File: src/rtl/control_fsm_if.sv
// Controller <-> datapath bundle: instruction/flags in, datapath enables and selects out.
// master = controller side, slave = datapath side.
interface control_fsm_if #(
   parameter int SIZE = 16
);
   logic [SIZE-1:0] instr;
   logic [1:0]      flags1;
   logic [2:0]      flags2;
   logic            MemW1e;
   logic            MemW2e;
   logic            RegWe;
   logic            psr_en;
   logic            pc_en;
   logic            ir_en;
   logic            Movm;
   logic [1:0]      RWm;
   logic [1:0]      PCm;
   logic [1:0]      A2m;
   logic [1:0]      LUIm;
   logic [3:0]      AluOp;
   logic            halted;
   logic [2:0]      state;

   modport master (
      input  instr, flags1, flags2,
      output MemW1e, MemW2e, RegWe, psr_en, pc_en, ir_en, Movm,
             RWm, PCm, A2m, LUIm, AluOp, halted, state
   );

   modport slave (
      output instr, flags1, flags2,
      input  MemW1e, MemW2e, RegWe, psr_en, pc_en, ir_en, Movm,
             RWm, PCm, A2m, LUIm, AluOp, halted, state
   );
endinterface

File: src/rtl/control_fsm.sv
// Multicycle FETCH/DECODE/EXEC/LOAD_WB controller for the CR16-subset datapath.
// Define CTRL_ILLEGAL_TRAP_EN to halt on undefined instructions; otherwise they execute as NOPs.
module control_fsm #(
   parameter int SIZE = 16
) (
   input logic           clk,
   input logic           reset,
   control_fsm_if.master bus
);
   localparam logic [2:0] S_FETCH   = 3'd0;
   localparam logic [2:0] S_DECODE  = 3'd1;
   localparam logic [2:0] S_EXEC    = 3'd2;
   localparam logic [2:0] S_LOAD_WB = 3'd3;
   localparam logic [2:0] S_HALT    = 3'd4;

   localparam logic [3:0] C_AND = 4'b0001;
   localparam logic [3:0] C_OR  = 4'b0010;
   localparam logic [3:0] C_XOR = 4'b0011;
   localparam logic [3:0] C_ADD = 4'b0101;
   localparam logic [3:0] C_SUB = 4'b1001;
   localparam logic [3:0] C_CMP = 4'b1011;
   localparam logic [3:0] C_MOV = 4'b1101;

   logic [2:0] state_reg, state_next;
   logic [3:0] op, ext, cond, code;
   logic       alu_valid, taken, illegal;
   logic [3:0] alu_sel;
   logic       mem_w2e, reg_we, psr_en, pc_en, ir_en, movm;
   logic [1:0] rwm, pcm, a2m, luim;
   logic [3:0] alu_op;

   assign op   = bus.instr[SIZE-1 -: 4];
   assign cond = bus.instr[11:8];
   assign ext  = bus.instr[7:4];
   // Register forms carry the operation in ext, immediate forms in the opcode itself.
   assign code = (op == 4'b0000) ? ext : op;

   always_ff @(posedge clk or negedge reset) begin
      if (!reset) state_reg <= S_FETCH;
      else        state_reg <= state_next;
   end

   always_comb begin
      alu_valid = 1'b1;
      alu_sel   = 4'd0;
      case (code)
         C_ADD:   alu_sel = 4'd0;
         C_SUB:   alu_sel = 4'd1;
         C_AND:   alu_sel = 4'd2;
         C_OR:    alu_sel = 4'd3;
         C_XOR:   alu_sel = 4'd4;
         C_CMP:   alu_sel = 4'd5;
         C_MOV:   alu_sel = 4'd7;
         default: alu_valid = 1'b0;
      endcase
   end

   // flags1 = {C, F}, flags2 = {L, Z, N}
   always_comb begin
      case (cond)
         4'b0000: taken = bus.flags2[1];
         4'b0001: taken = !bus.flags2[1];
         4'b0010: taken = bus.flags1[1];
         4'b0011: taken = !bus.flags1[1];
         4'b0100: taken = bus.flags2[2];
         4'b0101: taken = !bus.flags2[2];
         4'b0110: taken = bus.flags2[0];
         4'b0111: taken = !bus.flags2[0];
         4'b1000: taken = bus.flags1[0];
         4'b1001: taken = !bus.flags1[0];
         4'b1110: taken = 1'b1;
         default: taken = 1'b0;
      endcase
   end

   always_comb begin
      state_next = state_reg;
      illegal    = 1'b0;
      mem_w2e    = 1'b0;
      reg_we     = 1'b0;
      psr_en     = 1'b0;
      pc_en      = 1'b0;
      ir_en      = 1'b0;
      movm       = 1'b0;
      rwm        = 2'd0;
      pcm        = 2'd0;
      a2m        = 2'd0;
      luim       = 2'd0;
      alu_op     = 4'd0;
      case (state_reg)
         S_FETCH:  state_next = S_DECODE;
         S_DECODE: begin
            ir_en      = 1'b1;
            state_next = S_EXEC;
         end
         S_EXEC: begin
            state_next = S_FETCH;
            if (alu_valid) begin
               reg_we = (code != C_CMP);
               psr_en = (code == C_ADD) || (code == C_SUB) || (code == C_CMP);
               rwm    = 2'd2;
               movm   = (code != C_MOV);
               a2m    = (op == 4'b0000) ? 2'd0 : 2'd2;
               alu_op = alu_sel;
               pc_en  = 1'b1;
            end else begin
               case (op)
                  4'b1111: begin
                     luim   = 2'd2;
                     a2m    = 2'd2;
                     alu_op = 4'd8;
                     reg_we = 1'b1;
                     rwm    = 2'd2;
                     movm   = 1'b1;
                     pc_en  = 1'b1;
                  end
                  4'b1000: begin
                     if (ext == 4'b0100 || ext[3:1] == 3'b000) begin
                        a2m    = (ext == 4'b0100) ? 2'd0 : 2'd1;
                        alu_op = 4'd6;
                        reg_we = 1'b1;
                        rwm    = 2'd2;
                        movm   = 1'b1;
                        pc_en  = 1'b1;
                     end else begin
                        illegal = 1'b1;
                     end
                  end
                  4'b0100: begin
                     case (ext)
                        4'b0000: state_next = S_LOAD_WB;
                        4'b0100: begin
                           mem_w2e = 1'b1;
                           pc_en   = 1'b1;
                        end
                        4'b1100: begin
                           alu_op = 4'd7;
                           pcm    = taken ? 2'd2 : 2'd0;
                           pc_en  = 1'b1;
                        end
                        4'b1000: begin
                           reg_we = 1'b1;
                           rwm    = 2'd1;
                           pcm    = 2'd2;
                           alu_op = 4'd7;
                           pc_en  = 1'b1;
                        end
                        default: illegal = 1'b1;
                     endcase
                  end
                  4'b1100: begin
                     pc_en = 1'b1;
                     if (taken) begin
                        luim = 2'd1;
                        a2m  = 2'd2;
                        pcm  = 2'd2;
                     end
                  end
                  default: illegal = 1'b1;
               endcase
            end
            if (illegal) begin
`ifdef CTRL_ILLEGAL_TRAP_EN
               state_next = S_HALT;
`else
               pc_en = 1'b1;
`endif
            end
         end
         S_LOAD_WB: begin
            reg_we     = 1'b1;
            pc_en      = 1'b1;
            state_next = S_FETCH;
         end
`ifdef CTRL_ILLEGAL_TRAP_EN
         S_HALT:   state_next = S_HALT;
`endif
         default:  state_next = S_FETCH;
      endcase
   end

   assign bus.MemW1e = 1'b0;
   assign bus.MemW2e = mem_w2e;
   assign bus.RegWe  = reg_we;
   assign bus.psr_en = psr_en;
   assign bus.pc_en  = pc_en;
   assign bus.ir_en  = ir_en;
   assign bus.Movm   = movm;
   assign bus.RWm    = rwm;
   assign bus.PCm    = pcm;
   assign bus.A2m    = a2m;
   assign bus.LUIm   = luim;
   assign bus.AluOp  = alu_op;
   assign bus.state  = state_reg;
`ifdef CTRL_ILLEGAL_TRAP_EN
   assign bus.halted = (state_reg == S_HALT);
`else
   assign bus.halted = 1'b0;
`endif
endmodule

File: src/flat_wrapper.sv
// flat-port wrapper written by rule: the top's interface ports become plain ports
module control_fsm_flat 
#(
   parameter int SIZE = 16
)
  (clk, reset, bus_instr, bus_flags1, bus_flags2, bus_MemW1e, bus_MemW2e, bus_RegWe, bus_psr_en, bus_pc_en, bus_ir_en, bus_Movm, bus_RWm, bus_PCm, bus_A2m, bus_LUIm, bus_AluOp, bus_halted, bus_state);
  control_fsm_if #(.SIZE(SIZE)) bus_i ();
  input logic clk;
  input logic reset;
  input wire logic [$bits(bus_i.instr)-1:0] bus_instr;
  input wire logic [$bits(bus_i.flags1)-1:0] bus_flags1;
  input wire logic [$bits(bus_i.flags2)-1:0] bus_flags2;
  output wire logic [$bits(bus_i.MemW1e)-1:0] bus_MemW1e;
  output wire logic [$bits(bus_i.MemW2e)-1:0] bus_MemW2e;
  output wire logic [$bits(bus_i.RegWe)-1:0] bus_RegWe;
  output wire logic [$bits(bus_i.psr_en)-1:0] bus_psr_en;
  output wire logic [$bits(bus_i.pc_en)-1:0] bus_pc_en;
  output wire logic [$bits(bus_i.ir_en)-1:0] bus_ir_en;
  output wire logic [$bits(bus_i.Movm)-1:0] bus_Movm;
  output wire logic [$bits(bus_i.RWm)-1:0] bus_RWm;
  output wire logic [$bits(bus_i.PCm)-1:0] bus_PCm;
  output wire logic [$bits(bus_i.A2m)-1:0] bus_A2m;
  output wire logic [$bits(bus_i.LUIm)-1:0] bus_LUIm;
  output wire logic [$bits(bus_i.AluOp)-1:0] bus_AluOp;
  output wire logic [$bits(bus_i.halted)-1:0] bus_halted;
  output wire logic [$bits(bus_i.state)-1:0] bus_state;
  assign bus_i.instr = bus_instr;
  assign bus_i.flags1 = bus_flags1;
  assign bus_i.flags2 = bus_flags2;
  assign bus_MemW1e = bus_i.MemW1e;
  assign bus_MemW2e = bus_i.MemW2e;
  assign bus_RegWe = bus_i.RegWe;
  assign bus_psr_en = bus_i.psr_en;
  assign bus_pc_en = bus_i.pc_en;
  assign bus_ir_en = bus_i.ir_en;
  assign bus_Movm = bus_i.Movm;
  assign bus_RWm = bus_i.RWm;
  assign bus_PCm = bus_i.PCm;
  assign bus_A2m = bus_i.A2m;
  assign bus_LUIm = bus_i.LUIm;
  assign bus_AluOp = bus_i.AluOp;
  assign bus_halted = bus_i.halted;
  assign bus_state = bus_i.state;
  control_fsm #(.SIZE(SIZE)) u_core (.clk(clk), .reset(reset), .bus(bus_i));
endmodule
File: config.mk
export PLATFORM = sky130hd
export DESIGN_NAME = control_fsm_flat
export DESIGN_NICKNAME = d
export VERILOG_FILES = /design/src/rtl/control_fsm_if.sv /design/src/rtl/control_fsm.sv /design/src/flat_wrapper.sv
export SDC_FILE = /design/constraint.sdc
export NUM_CORES = 1
export LEC_CHECK = 0
export ABC_AREA = 1
export CORE_MARGIN = 5
export CORE_UTILIZATION = 50
export DETAILED_ROUTE_END_ITERATION = 8
export DONT_BUFFER_PORTS = 1
export PLACE_DENSITY = 0.68
export SKIP_CTS_REPAIR_TIMING = 1
export SLEW_MARGIN = 40
export SYNTH_ARGS = -nofsm -noshare
export SYNTH_HDL_FRONTEND = slang
export SYNTH_SLANG_ARGS = --single-unit
File: constraint.sdc
create_clock -name clk -period 1.21 [get_ports clk]
set_input_delay 0.1815 -clock clk [delete_from_list [all_inputs] [get_ports clk]]
set_output_delay 0.1815 -clock clk [all_outputs]
set_load 0.005 [all_outputs]
==> key figures, run 1 <==
Synthesis
  • Synthesized area per cell: 5.16 um^2
  • Post-synth cell types: 23
  • Main flop type after synthesis: dfrtp_1
  • Async SR Flop Fraction: 100%
  • Share of the synthesized area in the top cell type: 17.0%
  • Synth top area cells: nand2_1, inv_1, nor2_1
  • Post-synth EDFFs: 0
  • Synth cell count leaders: nand2_1, inv_1, nor2_1
  • #FFs+latches synth: 2
  • Synthesized area: 727 um^2
  • Top-count cell post-synth: nand2_1
  • Sequential area share after synthesis: 6.88%
  • Mapped Cells: 141
  • Ys Warns: 0
  • Cell taking the most area after synthesis: nand2_1

Place
  • Setup WS pre-CTS: -0.160 ns
  • DP HPWL: 1.73 mm
  • Number of port buffers: 0
  • Area after DPL: 856 um^2
  • Final GP Congestion: 0.853

Drt
  • Drt pass-1 iters: 4
  • DRC marker count from the first detailed-route iteration: 15
  • # DRC: 0
  • Final wirelength: 2.27 mm
  • Via count: 984
  • Wirelength per Cell: 12.5 um
  • Post-detailed-route count of antenna-violating nets: 0
  • Vias per cell: 5.41

Critical path
  • Critical path buffers and inverters: 1
  • Most used cell along the critical path: nor2_2
  • Crit-path cells: nor2_2, inv_2, o21bai_2, nor2_2
  • Critical Path Fanout Max: 6
  • Critical Path AT: 1.21 ns
  • Delay-heaviest family, CP: flip-flops
  • CP max stage delay: 0.39 ns
  • WP data required: 1.03 ns
  • Setup CP Type: reg -> out
  • Crit end category: primary output
  • CP Launch Type: flop
  • CP max-delay cell: dfrtp_1

Finish
  • Area grow syn2layout: 41.1%
  • Finished Cell Area: 1030 um^2
  • Nets: 192
  • Core Util, Final: 76.9%
  • Max FFs per register: 2
  • Share of layout cells above drive strength 1: 42.5%
  • Number of diodes: 0

Power
  • Leak Pwr: 0.533 nW
  • Total power draw: 0.963 mW
  • Maximum VDD drop: 1.08 mV
  • PD cells: 939 nW/um^2

GRT
  • Overflow after GRT: 0
  • Vias in the first global route: 826
  • Initial antenna violation count: 0
  • Largest net degree at the start of global routing: 8
  • Global Route Usage Sum: 18.0%
  • First-pass GRT wire length: 3.09 mm

Clock network
  • Bufs on Longest Clock Path: 2
  • Root buffer cell: clkbuf_4
  • Latest clock arrival within the worst-skew pair: 0.22 ns
  • Clock Sink Count: 2
  • CTS buffer count: 3
  • CTS tree: built
  • CTS H-tree depth: 1
  • Clock transition at the registers of the reported paths: 0.03 ns

Run status
  • Failing checks: negative setup slack
  • Status: finished, violations left

Die
  • Die width: 48.1 um
  • Die area: 2320 um^2
  • Core region area: 1330 um^2
  • Die Ht: 48.1 um
  • # IOs: 46
  • # rows: 13
  • Initial core utilization: 54.5%

Timing
  • RSZ-0062 raised after global routing: true
  • Hold_ws: 0.199 ns
  • Clock Skew: 0.000881 ns
  • # setup viols final: 16
  • Final slew viol count: 0
  • Min cycle time layout: 1.39 ns
  • Fmax: 719 MHz
  • Hold Fails Final Rpt: 0
  • Final cycle utilization of the critical path: 115%
  • Setup ws final: -0.180 ns

Job
  • MaxCap Viol Count: 0

Min path
  • Worst hold path type: in -> async
[stage by stage]
| stage | cells | TNS (ns) |
|---|---|---|
| 2_1_floorplan | 144 | -0.141 |
| 3_3_place_gp | 171 | -0.841 |
| 3_5_place_dp | 171 | -1.07 |
| 4_1_cts | 174 | -1.33 |
| 5_1_grt | 182 | -2.96 |
| 6_report | 182 | -1.90 |
[final timing paths]
kind                                           from                   to  slack (ns)  depth (start not counted)
max in group asynchronous                     reset  u_core.bus.state[0]        0.89                          1
worst min-delay path                          reset  u_core.bus.state[1]        0.20                          1
worst min register to register  u_core.bus.state[1]  u_core.bus.state[0]        0.58                          2
min in group clk                       bus_instr[4]  u_core.bus.state[0]        0.28                          3
worst max-delay path            u_core.bus.state[0]         bus_AluOp[2]       -0.18                          4
worst max register to register  u_core.bus.state[0]  u_core.bus.state[1]        0.12                          5
[routing by layer]
| layer | share of wire [%] | vias up | GRT usage, % |
|---|---|---|---|
| met2 | 54 | 43 | 35.4 |
| met4 | 1.4 | 0 | 3.23 |
| li1 | - | 488 | - |
| met5 | 0 | - | 0 |
| met1 | 37 | 449 | 20.9 |
| met3 | 7.6 | 4 | 1.85 |
[logic make-up (layout without fill, tap and decap cells)]
logic type	after synthesis	in the layout	share of synthesized area, %
simple gates	90	90	59.7
buf+inv	31	54	18.4
compound gates	16	16	13.3
flops	2	2	6.88
other cells	1	4	0.516
xor+xnor	1	1	1.21
[placed cells by master, fill, tap and decap left out, types with 3 or more instances in the layout]
| cell type | Yosys | layout |
|---|---|---|
| nor2_2 | 1 | 10 |
| clkbuf_4 | 0 | 3 |
| nand3_1 | 10 | 8 |
| nand3_2 | 1 | 3 |
| nor2_1 | 26 | 15 |
| a21oi_1 | 10 | 9 |
| inv_1 | 26 | 18 |
| inv_2 | 0 | 8 |
| nor3_1 | 3 | 3 |
| nor2_4 | 3 | 5 |
| buf_4 | 4 | 21 |
| nand4_1 | 4 | 4 |
| nand2_1 | 33 | 27 |
| nand2_4 | 1 | 3 |
| o21ai_0 | 3 | 3 |
| conb_1 | 1 | 4 |
| nand2_2 | 4 | 8 |
[cell type report]
type | instances | area, um^2
clock buffer | 3 | 22.5
inverter | 27 | 104
fill | 115 | 308
timing repair buffer | 24 | 190
sequential | 2 | 50.0
tap | 15 | 18.8
multi-input combinational | 111 | 641
[report_power, final]
part	switching [mW]	internal [mW]
combinational	0.384	0.320
sequential	0.0213	0.0991
clock	0.0302	0.109
Power figures use the tool's default switching activity.
==> run 2: changes to the inputs <==
- CORE_MARGIN: 5 -> default
- CORE_UTILIZATION: 50 -> 33
- DONT_BUFFER_PORTS: 1 -> default
- PLACE_DENSITY: 0.68 -> 0.77
==> key figures, run 2 (synthesized netlist as in run 1, its figures left out) <==
Critical path
  • Delay-heaviest family, CP: simple AND/OR/NAND/NOR gates
  • CP max-delay cell: o21ai_4
  • CP max stage delay: 0.22 ns
  • Critical Path AT: 1.49 ns
  • CP Launch Type: primary input
  • WP data required: 1.03 ns
  • Crit-path cells: buf_8, nor2_4, nand3_4, nand2_4, inv_4, o21ai_4, nand2_4, nor2_4, inv_2, nor2_2, buf_2
  • RR Startpoint: u_core.bus.state[1]
  • Cell depth of the worst flop-to-flop path: 5
  • CP Launch Point: bus_instr[13]
  • Setup CP Type: in -> out
  • Crit end category: primary output
  • Critical Path Fanout Max: 5
  • R2R Path End: u_core.bus.state[1]
  • Worst R2R Setup Slack: 0.22 ns
  • Critical path buffers and inverters: 4

Clock network
  • CTS buffer count: 3
  • Bufs on Longest Clock Path: 2
  • Root buffer cell: clkbuf_4
  • Clock transition at the registers of the reported paths: 0.04 ns
  • CTS tree: built
  • Clock Sink Count: 2
  • CTS H-tree depth: 1
  • Latest clock arrival within the worst-skew pair: 0.24 ns

Power
  • PD cells: 769 nW/um^2
  • Maximum VDD drop: 1.42 mV
  • Leak Pwr: 1.01 nW

GRT
  • First-pass GRT wire length: 3.89 mm
  • Overflow after GRT: 0
  • Initial antenna violation count: 0
  • Global Route Usage Sum: 20.1%
  • Largest net degree at the start of global routing: 7
  • Vias in the first global route: 973

Finish
  • Area occupied by multi-input gates: 753 um^2
  • Number of diodes: 0
  • Sequential cell area: 50.0 um^2
  • Nets: 247
  • Post-route insts no fill: 249
  • Area grow syn2layout: 133%
  • Share of layout cells above drive strength 1: 55.4%
  • Filler cell count: 129
  • Max FFs per register: 2
  • Commonest non-fill, non-tap cell in the layout: buf_4
  • Commonest non-fill, non-tap cells in the layout: buf_4, nand2_1, dlymetal6s2s_1
  • Core Util, Final: 83.7%

Run status
  • Status: finished, violations left
  • Failing checks: negative setup slack

Timing
  • Final slew viol count: 0
  • Clock Skew: 0.00810 ns
  • RSZ-0062 raised after global routing: true
  • Hold Fails Final Rpt: 0
  • Setup ws final: -0.464 ns
  • Min cycle time layout: 1.67 ns
  • Final cycle utilization of the critical path: 138%
  • # setup viols final: 18
  • Fmax: 597 MHz

Job
  • MaxCap Viol Count: 0

Drt
  • Post-detailed-route count of antenna-violating nets: 0
  • Vias per cell: 4.93
  • Final wirelength: 3.14 mm
  • # DRC: 0
  • DRC marker count from the first detailed-route iteration: 23
  • Drt pass-1 iters: 4
  • Via count: 1227
  • Wirelength per Cell: 12.6 um

Place
  • DP HPWL: 1.97 mm
  • Placed cells: 235
  • Number of port buffers: 37
  • Final GP Congestion: 0.848

Die
  • Core region area: 2020 um^2
  • Die width: 48.9 um
  • Die Ht: 48.9 um
  • Die area: 2390 um^2
  • # IOs: 46
  • Initial core utilization: 36.0%
  • # rows: 16

Min path
  • Worst hold path type: in -> async
## run 2: power by group
group | switching [mW] | internal (mW)
registers | 0.0215 | 0.0991
logic | 0.491 | 0.529
clock network | 0.0498 | 0.110
## run 2: how the worst max path moves through the flow
stage / cells after the start / end / slack [ns]
floorplan: 9 / bus_A2m[0] / -0.03
global placement: 11 / bus_RWm[0] / -1.07
detailed placement: 11 / bus_RWm[0] / -1.12
CTS: 11 / bus_RWm[0] / -1.14
global route: 11 / bus_RWm[0] / -0.53
finish: 11 / bus_RWm[0] / -0.46
## run 2: layer usage
metal | track usage [%] | share of wire, % | vias up
met5 | 0 | 0 | -
met1 | 22.6 | 39 | 563
met2 | 38.9 | 55 | 63
met4 | 4.41 | 1.3 | 0
met3 | 3.43 | 5.6 | 6
li1 | - | - | 595
## run 2: cell type report
type / count / share of cell area [%]
multi-input combinational: 111 / 44.5
timing repair buffer: 79 / 42.8
inverter: 27 / 6.43
sequential: 2 / 2.96
tap: 27 / 2.00
clock buffer: 3 / 1.33
## run 2: worst register-to-register path: cells and delay by family, from the launching register on
family                 cells  cell delay, ns
flip-flops                 1            0.35
buffers and inverters      3            0.30
AND/OR/NAND/NOR            1            0.15
AO/OA/AOI/OAI              1            0.11
## run 2: metrics by stage
step / setup TNS, ns / hold slack, ns / setup WS, ns / instance area, um^2 / total power [mW]
2_1_floorplan: -0.141 / -0.114 / -0.0349 / 747 / 0.465
3_3_place_gp: -16.68 / 0.354 / -1.07 / 1350 / 0.981
3_5_place_dp: -17.39 / 0.356 / -1.12 / 1350 / 1.00
4_1_cts: -17.67 / 0.103 / -1.14 / 1380 / 1.17
5_1_grt: -7.09 / 0.123 / -0.527 / 1690 / 1.37
6_report: -6.06 / 0.105 / -0.464 / 1690 / 1.30
==> run 3: changes to the inputs <==
- CORE_UTILIZATION: 33 -> 36
- PLACE_DENSITY: 0.77 -> 0.79
- clock period: 1.21 -> 1.9 ns (I/O delays scaled with it)
==> key figures, run 3 (synthesized netlist as in run 1, its figures left out) <==
Run status
  • Status: finished, violations left
  • Failing checks: negative setup slack

Power
  • Total power draw: 0.751 mW
  • Psw: 0.301 mW
  • Sw Share: 40.0%
  • Clk pwr share: 12.6%
  • Part of the power in combinational logic: 77.6%
  • Maximum VDD drop: 0.573 mV
  • PD cells: 487 nW/um^2
  • Int Pwr: 0.450 mW
  • Leak Pwr: 1.04 nW
  • Reg power frac: 9.8%

Critical path
  • CP max-delay cell: nor2_4
  • Cell depth of the worst flop-to-flop path: 4
  • Critical Path AT: 1.67 ns
  • R2R Path End: u_core.bus.state[1]
  • Most used cell along the critical path: nand2_1
  • CP Launch Type: primary input
  • Setup CP Type: in -> out
  • CP max stage delay: 0.16 ns
  • Worst R2R Setup Slack: 0.95 ns
  • Crit-path cells: buf_4, nor2_4, buf_6, nand3_4, nand2_4, buf_4, nand2_1, inv_1, nand2_1, nand2_1, nor2_1, nor2_1, dlymetal6s2s_1
  • Critical Path Fanout Max: 4
  • WP data required: 1.62 ns
  • Crit end category: primary output
  • RR Startpoint: u_core.bus.state[1]

Drt
  • Wirelength per Cell: 13.6 um
  • # DRC: 0
  • Final wirelength: 3.27 mm
  • Via count: 1235
  • Vias per cell: 5.15
  • DRC marker count from the first detailed-route iteration: 41
  • Drt pass-1 iters: 4
  • Post-detailed-route count of antenna-violating nets: 0

Job
  • MaxCap Viol Count: 0

GRT
  • Overflow after GRT: 0
  • Initial antenna violation count: 0
  • Vias in the first global route: 997
  • First-pass GRT wire length: 3.72 mm
  • Largest net degree at the start of global routing: 8
  • Global Route Usage Sum: 23.4%

Timing
  • Clock Skew: 0.00428 ns
  • Final cycle utilization of the critical path: 103%
  • Setup ws final: -0.0537 ns
  • Hold_ws: 0.220 ns
  • Fmax: 512 MHz
  • Min cycle time layout: 1.95 ns
  • Final slew viol count: 0
  • Hold Fails Final Rpt: 0
  • RSZ-0062 raised after global routing: true
  • # setup viols final: 2

Clock network
  • CTS buffer count: 3
  • CTS H-tree depth: 1
  • CTS tree: built
  • Clock Sink Count: 2
  • Clock transition at the registers of the reported paths: 0.03 ns
  • Bufs on Longest Clock Path: 2
  • Root buffer cell: clkbuf_4
  • Latest clock arrival within the worst-skew pair: 0.23 ns

Finish
  • Filler cell count: 114
  • Area occupied by multi-input gates: 664 um^2
  • Share of layout cells above drive strength 1: 36.7%
  • Commonest non-fill, non-tap cells in the layout: buf_4, nand2_1, inv_1
  • Commonest non-fill, non-tap cell in the layout: buf_4
  • Max FFs per register: 2
  • Sequential cell area: 50.0 um^2
  • Nets: 240
  • Area grow syn2layout: 112%
  • Number of diodes: 0
  • Post-route insts no fill: 240

Die
  • Die area: 2200 um^2
  • Core region area: 1800 um^2
  • # rows: 15
  • Initial core utilization: 40.3%
  • Die Ht: 46.9 um
  • Die width: 46.9 um
  • # IOs: 46

Place
  • Final GP Congestion: 0.886
  • Number of port buffers: 37
  • DP HPWL: 2.05 mm
  • Placed cells: 227

Min path
  • Worst hold path type: in -> async
==> run 3: worst max path at each step <==
stage / start / end / slack [ns] / cells after the start
2_1_floorplan: u_core.bus.state[1] / bus_psr_en / 0.45 / 4
3_3_place_gp: bus_instr[12] / bus_AluOp[2] / -0.60 / 10
3_5_place_dp: bus_instr[12] / bus_A2m[0] / -0.67 / 11
4_1_cts: bus_instr[12] / bus_A2m[0] / -0.69 / 11
5_1_grt: bus_instr[13] / bus_AluOp[2] / -0.10 / 13
6_report: bus_instr[12] / bus_AluOp[2] / -0.05 / 13
==> run 3: cell type report <==
class	count	area share [%]
repair buffers	72	43.5
multi-input cells	111	43.1
inverters	27	6.73
flip-flops and latches	2	3.24
well taps	25	2.03
clock buffers	3	1.46
==> run 3: power by group through the flow <==
stage                     combinational [mW]  clock [mW]  sequential [mW]
after floorplan                        0.200           0           0.0861
after global placement                 0.523           0           0.0718
after detailed placement               0.532           0           0.0741
after CTS                              0.534       0.101           0.0737
after global routing                   0.631       0.103           0.0742
final                                  0.582      0.0945           0.0739
==> run 3: worst max-delay path: cells and delay by family <==
kind	cells	cell delay [ns]
and+or+nand+nor	8	0.74
buffers and inverters	5	0.62
==> run 3: metal layers <==
metal	global-route usage [%]	routed length, um	vias to the layer above
li1	-	-	584
met1	28.1	1220	560
met2	40.6	1720	81
met3	2.31	242	10
met4	13.1	87	0
met5	0	0	-
==> run 3: metrics by stage <==
step,utilization [%],setup TNS (ns),worst slack [ns],instance area (um^2)
after floorplan,-,0,0.446,738
after global placement,72.0,-8.06,-0.601,1300
after detailed placement,72.0,-8.85,-0.670,1300
after CTS,73.3,-9.16,-0.690,1320
after global routing,85.6,-0.449,-0.103,1540
final,85.6,-0.0742,-0.0537,1540
